==> src/rtl/fsm_arbiter_n.sv <==
// N-channel request/grant arbiter: fixed-priority or round-robin selection,
// optional per-ownership hold limit with timeout pulse and one-shot re-arbitration mask.
module fsm_arbiter_n #(
    parameter int unsigned N        = 4,
    parameter int unsigned MODE     = 0,
    parameter int unsigned MAX_HOLD = 0
) (
    input  logic                 clock,
    input  logic                 reset_n,
    input  logic [N-1:0]         req,
    output logic [N-1:0]         gnt,
    output logic [$clog2(N)-1:0] gnt_id,
    output logic                 busy,
    output logic                 timeout
);

    localparam int unsigned IW       = $clog2(N);
    localparam int unsigned HW       = 8;
    localparam int unsigned HOLD_SAT = (MAX_HOLD == 0) ? 255 : MAX_HOLD;

    typedef enum logic [1:0] {
        IDLE  = 2'b00,
        GRANT = 2'b01
    } state_t;

    state_t          state, state_d;
    logic [N-1:0]    gnt_d, mask, mask_d, eff_req;
    logic [IW-1:0]   gnt_id_d, ptr, ptr_d, win, win_next;
    logic            busy_d, timeout_d, win_valid;
    logic [HW-1:0]   hold_cnt, hold_d;

    // Winner selection; a timed-out channel is skipped only when someone else is asking.
    always_comb begin
        win       = '0;
        win_valid = 1'b0;
        eff_req   = req & ~mask;
        if (eff_req == '0) begin
            eff_req = req;
        end
        if (MODE == 0) begin
            for (int i = N - 1; i >= 0; i--) begin
                if (eff_req[i]) begin
                    win       = IW'(i);
                    win_valid = 1'b1;
                end
            end
        end else begin
            for (int i = 0; i < N; i++) begin
                if (!win_valid && eff_req[IW'((int'(ptr) + i) % N)]) begin
                    win       = IW'((int'(ptr) + i) % N);
                    win_valid = 1'b1;
                end
            end
        end
        win_next = (win == IW'(N - 1)) ? '0 : win + IW'(1);
    end

    always_ff @(posedge clock or negedge reset_n) begin
        if (!reset_n) begin
            state    <= IDLE;
            gnt      <= '0;
            gnt_id   <= '0;
            busy     <= 1'b0;
            timeout  <= 1'b0;
            ptr      <= '0;
            hold_cnt <= '0;
            mask     <= '0;
        end else begin
            state    <= state_d;
            gnt      <= gnt_d;
            gnt_id   <= gnt_id_d;
            busy     <= busy_d;
            timeout  <= timeout_d;
            ptr      <= ptr_d;
            hold_cnt <= hold_d;
            mask     <= mask_d;
        end
    end

    always_comb begin
        state_d   = state;
        gnt_d     = gnt;
        gnt_id_d  = gnt_id;
        busy_d    = busy;
        timeout_d = 1'b0;
        ptr_d     = ptr;
        hold_d    = hold_cnt;
        mask_d    = mask;
        case (state)
            IDLE: begin
                gnt_d    = '0;
                gnt_id_d = '0;
                busy_d   = 1'b0;
                hold_d   = '0;
                if (win_valid) begin
                    state_d  = GRANT;
                    gnt_d    = N'(1) << win;
                    gnt_id_d = win;
                    busy_d   = 1'b1;
                    hold_d   = HW'(1);
                    mask_d   = '0;
                    if (MODE != 0) begin
                        ptr_d = win_next;
                    end
                end
            end
            GRANT: begin
                if (!req[gnt_id]) begin
                    state_d  = IDLE;
                    gnt_d    = '0;
                    gnt_id_d = '0;
                    busy_d   = 1'b0;
                    hold_d   = '0;
                end else if (MAX_HOLD != 0 && hold_cnt == HW'(HOLD_SAT)) begin
                    state_d   = IDLE;
                    gnt_d     = '0;
                    gnt_id_d  = '0;
                    busy_d    = 1'b0;
                    hold_d    = '0;
                    timeout_d = 1'b1;
                    if (MODE == 0) begin
                        mask_d = gnt;
                    end
                end else if (hold_cnt != HW'(HOLD_SAT)) begin
                    hold_d = hold_cnt + HW'(1);
                end
            end
            default: begin
                state_d  = IDLE;
                gnt_d    = '0;
                gnt_id_d = '0;
                busy_d   = 1'b0;
                hold_d   = '0;
                mask_d   = '0;
            end
        endcase
    end

endmodule

==> config.mk <==
export PLATFORM = sky130hd
export DESIGN_NAME = fsm_arbiter_n
export DESIGN_NICKNAME = d
export VERILOG_FILES = /design/src/rtl/fsm_arbiter_n.sv
export SDC_FILE = /design/constraint.sdc
export NUM_CORES = 1
export LEC_CHECK = 0
export CORE_AREA = 2 2 39 41
export CTS_BUF_LIST = sky130_fd_sc_hd__clkbuf_2 sky130_fd_sc_hd__clkbuf_4 sky130_fd_sc_hd__clkbuf_8
export CTS_CLUSTER_SIZE = 24
export DETAILED_ROUTE_END_ITERATION = 8
export DIE_AREA = 0 0 41 43
export GPL_TIMING_DRIVEN = 0
export PLACE_DENSITY = 0.51
export SLEW_MARGIN = 20
export SYNTH_ARGS = -nofsm -noshare
export SYNTH_HDL_FRONTEND = slang
export SYNTH_SLANG_ARGS = --single-unit
export TNS_END_PERCENT = 100
==> constraint.sdc <==
create_clock -name clock -period 1.35 [get_ports clock]
set_clock_uncertainty 0.05 [all_clocks]
set_input_delay 0.405 -clock clock [delete_from_list [all_inputs] [get_ports clock]]
set_output_delay 0.405 -clock clock [all_outputs]
set_load 0.01 [all_outputs]
# ---- After elaboration in Yosys (flattened, before gate mapping)
# Index checks and enable logic that the tools add are counted.
dict set report totals {
  register_bits 13
  latch_bits 0
  mem_bits_rw 0
  romBits 0
  in_bits 6
  out_inout_bits 8
  word_cells 41
  memories 0
}
dict set report op_classes {
  n_addsub 0
  multipliers 0
  div_mod_pow 0
  n_lt_le_gt_ge 1
  n_eq_ne 3
  n_shift 1
  n_mux 24
  n_bitwise 3
  n_reduce_logical 4
}
# operator count
set ops {}
lappend ops {{$mux W4} 4}
lappend ops {{$pmux W4 S2} 2}
lappend ops {{$mux W2} 7}
lappend ops {{$pmux W2 S2} 2}
lappend ops {{$mux W1} 7}
lappend ops {{$and A4 B4 Y4} 1}
lappend ops {{$logic_not A4 Y1} 1}
lappend ops {{$ne A2 B2 Y1 const B} 2}
lappend ops {{$not A4 Y4} 1}
lappend ops {{$reduce_and A2 Y1} 2}
lappend ops {{$shl A1 B2 Y4 const A} 1}
lappend ops {{$lt A2 B3 Y1 const B} 1}
lappend ops {{$bmux W1 S2} 1}
lappend ops {{$eq A2 B1 Y1 const B} 1}
lappend ops {{$logic_not A2 Y1} 1}
lappend ops {{$pmux W1 S2} 1}
lappend ops {{$not A1 Y1} 1}

# ---- Depth between registers and ports, before layout
dict set report logic_depth {
  word_depth 11
  depth_mapped 3
  depth_no_buf 3
}

# ---- Least setup slack after synthesis
# No wires, ideal clock.
dict set report synth_timing {
  path_type {register to register}
  startpoint {register gnt_id[1]}
  endpoint {register gnt[0]}
  setup_ns 0.121
  arrival_ns 1.055
  required_ns 1.179
  path_slack_ns 0.124
  path_stages_with_launch 4
  path_buffers 0
  synth_period_minus_slack_ns 1.226
  cell_sequence {dfrtp_1 mux2i_1 o22ai_2 a22o_1}
}
dict set report synth_via {
  elab_chain_cells 3
}
# element line
set synth_rtl {}
lappend synth_rtl {{start: declaration} 12} ;# output logic [$clog2(N)-1:0] gnt_id,
lappend synth_rtl {{start signal: assignment} 71} ;# gnt_id <= gnt_id_d;
lappend synth_rtl {{$bmux W1 S2} 108} ;# if (!req[gnt_id]) begin
lappend synth_rtl {{$mux W1 (implied by the code)} 108}
lappend synth_rtl {{$ne A2 B2 Y1 (no line)} n/a}
lappend synth_rtl {{end signal: assignment} 70} ;# gnt <= gnt_d;
lappend synth_rtl {{end: declaration} 11} ;# output logic [N-1:0] gnt,
# No other way between the ends. The select of a mux whose other input is x is not followed.
# A chain may end at the register's enable or synchronous reset.

# ---- Worst setup path in the final report
dict set report layout_timing {
  startpoint {register gnt[1]}
  endpoint {output port gnt[1]}
}
# No word-level cell between the ends.

==> results.md <==
* Largest cells by area after synthesis: dfrtp_1 55%, a22o_1 9.7%, mux2i_1 5.5%
* Reg2reg start: gnt_id[1]$_DFFE_PN0P_
* Core Util, Final at 0.371
* R2r setup slk at 0.09 ns
* Share of the synthesized area in the top cell type at 0.554
* Pwr dens at 1690 nW/um^2
* Final #Nets at 57
* Clk buf depth at 2
* FF+latch area at 200 sq um
* Kind of critical path: register to output pin
* F_max at 764 MHz
* H-tree depth at 1
* Cell family with most CP delay: flip-flops
* Die width at 41 um
* Crit-path max cell delay at 0.37 ns
* FF-to-FF path depth at 5
* I/O Buffers at 12
* Initial antenna violation count at 0
* Warnings from Yosys at 0
* Layout fillers at 148
* Setup Viol. Count Final at 0
* Multi-input logic area at 150 sq um
* Tot GR Track Use at 0.118
* Starting Density at 0.261
* Final Max Tran Viols at 0
* Count of buffer and inverter cells on the critical path at 1
* Hold Path Class: input port to async pin
* #FFs+latches synth at 8
* Most frequent cell after synthesis: dfrtp_1
* Pre-CTS setup slack at -0.386 ns
* Clock Latency Late Sink at 0.25 ns
* Post-synth EDFFs at 0
* Reg-to-reg endpoint: gnt_id[1]$_DFFE_PN0P_
* Total core area at 1380 sq um
* Mapped Avg Cell Area at 11.3 sq um
* DP Area at 502 sq um
* Leakage at 0.242 nW
* Arrival @ worst endpoint at 0.85 ns
* Asr flop ratio synth at 1.00
* Clock tree sinks at 8
* RSZ-0062 raised after global routing: no
* CTS Root Cell: clkbuf_4
* Detail Placement HPWL at 595 um
* Io pins at 14
* Post-route cell area at 513 sq um
* Vias/cell at 4.69
* Post-route ant nets at 0
* Row cnt at 14
* Final Cycle Share at 0.970
* Maximum vdd drop at 0.548 mV
* Number of max-cap violations at 0
* Required @ worst endpoint at 0.90 ns
* Area growth syn-to-layout at 41.9%
* Final setup margin at 0.0411 ns
* Vias in the first global route at 299
* Crit. End Element: output pin
* Final Hold Viols at 0
* Ant diodes at 0
* Via count at 305
* DRT Wirelength at 766 um
* Die ar. at 1760 sq um
* Post-synth top area cell: dfrtp_1
* Routability congestion estimate at 0.771
* DRC viols at 0
* Final min period at 1.31 ns
* Syn nets at 38
* Critical-path cell with the highest stage delay: dfrtp_1
* Outcome: completed
* CTS Buf Count at 3
* Synth Instances at 32
* Worst-path cell chain: clkdlybuf4s15_1
* First-pass GRT wire length at 1300 um
* Mapped Area at 362 sq um
* Pre-Repair DR Iteration Count at 4
* CP Max Fanout at 2
* Post-synth top cells: 8 x dfrtp_1, 4 x a22o_1, 4 x o21ai_0
* Clock transition at path regs at 0.05 ns
* Design Power at 0.866 mW
* Startpoint Class: register
* DRT iter0 DRCs at 7
* WL per Instance at 11.8 um
* Predominant post-synthesis flop cell: dfrtp_1
* Die Ht at 43 um
* Seq/Total Area, Yosys at 0.554
* Layout cells sized above 1 at 0.286
* Largest net degree at the start of global routing at 9
* Fin Hold WS at 0.381 ns
* CTS tree: yes
* Count of cell types in the netlist at 17
* Total congestion overflow at 0
-- state kept, by name, summed over array words and instances (netlist names) --
register,flops
busy,1
gnt,4
gnt_id,2
state,1
-- layout by cell type, fill, tap and decap left out --
cell type / count
dfrtp_1: 8
clkbuf_2: 5
o21ai_0: 4
a22o_1: 4
dlygate4sd2_1: 4
buf_4: 3
clkbuf_4: 3
inv_1: 2
clkdlybuf4s15_1: 2
nand2_1: 1
mux2i_2: 1
nor2b_1: 1
nor2_1: 1
nor3_1: 1
mux2i_1: 1
nand2b_1: 1
o22ai_2: 1
o22a_2: 1
o21ai_1: 1
nor4_1: 1
o2bb2ai_1: 1
conb_1: 1
clkdlybuf4s50_1: 1
-- layout make-up --
cell class,count,share of cell area
multi-input combinational,21,0.293
clock buffer,3,0.0439
tap,16,0.0390
timing repair buffer,14,0.205
sequential,8,0.390
buffer,1,0.0146
inverter,2,0.0146
-- through the flow --
stage	std cells	setup TNS (ns)
after global placement	60	-2.25
after global routing	65	0
after CTS	65	0
final	65	0
after floorplan	32	0
after detailed placement	60	-2.58
-- how the worst max path moves through the flow --
stage / start / endpoint / slack (ns) / depth (start not counted)
after floorplan: gnt_id[1]$_DFFE_PN0P_ / gnt[0]$_DFFE_PN0P_ / 0.12 / 3
after CTS: gnt_id[0]$_DFFE_PN0P_ / gnt_id[0] / 0.02 / 1
after global routing: gnt[1]$_DFFE_PN0P_ / gnt[1] / 0.0004 / 1
after detailed placement: req[1] / gnt[0]$_DFFE_PN0P_ / -0.39 / 4
final: gnt[1]$_DFFE_PN0P_ / gnt[1] / 0.04 / 1
after global placement: req[1] / gnt[0]$_DFFE_PN0P_ / -0.34 / 4
-- timing repair --
action | 4_1_cts | 5_1_grt
setup endpoints to repair | 13 | 5
setup buffers | 2 | 0
gates resized for setup | 19 | 5
pin swaps | 1 | 0
hold buffers | 0 | 0
-- logic make-up after synthesis --
| kind of cell | share of synthesized area |
|---|---|
| AO/OA/AOI/OAI | 0.253 |
| flip-flops | 0.554 |
| AND/OR/NAND/NOR | 0.0865 |
| buffers and inverters | 0.0415 |
| multiplexers | 0.0554 |
| other | 0.0104 |
-- power breakdown --
part,internal (mW),switching (mW)
clock network,0.101,0.0776
registers,0.314,0.0574
logic,0.157,0.159
total,0.572,0.294
-- layer usage --
layer | up-vias | track usage | share of wire
met1 | 145 | 0.146 | 0.45
met5 | - | 0 | 0
li1 | 152 | - | -
met3 | 0 | 0.0681 | 0.064
met2 | 8 | 0.147 | 0.48
met4 | 0 | 0.0800 | 0
Note: power is estimated with default switching activity, not from simulation.
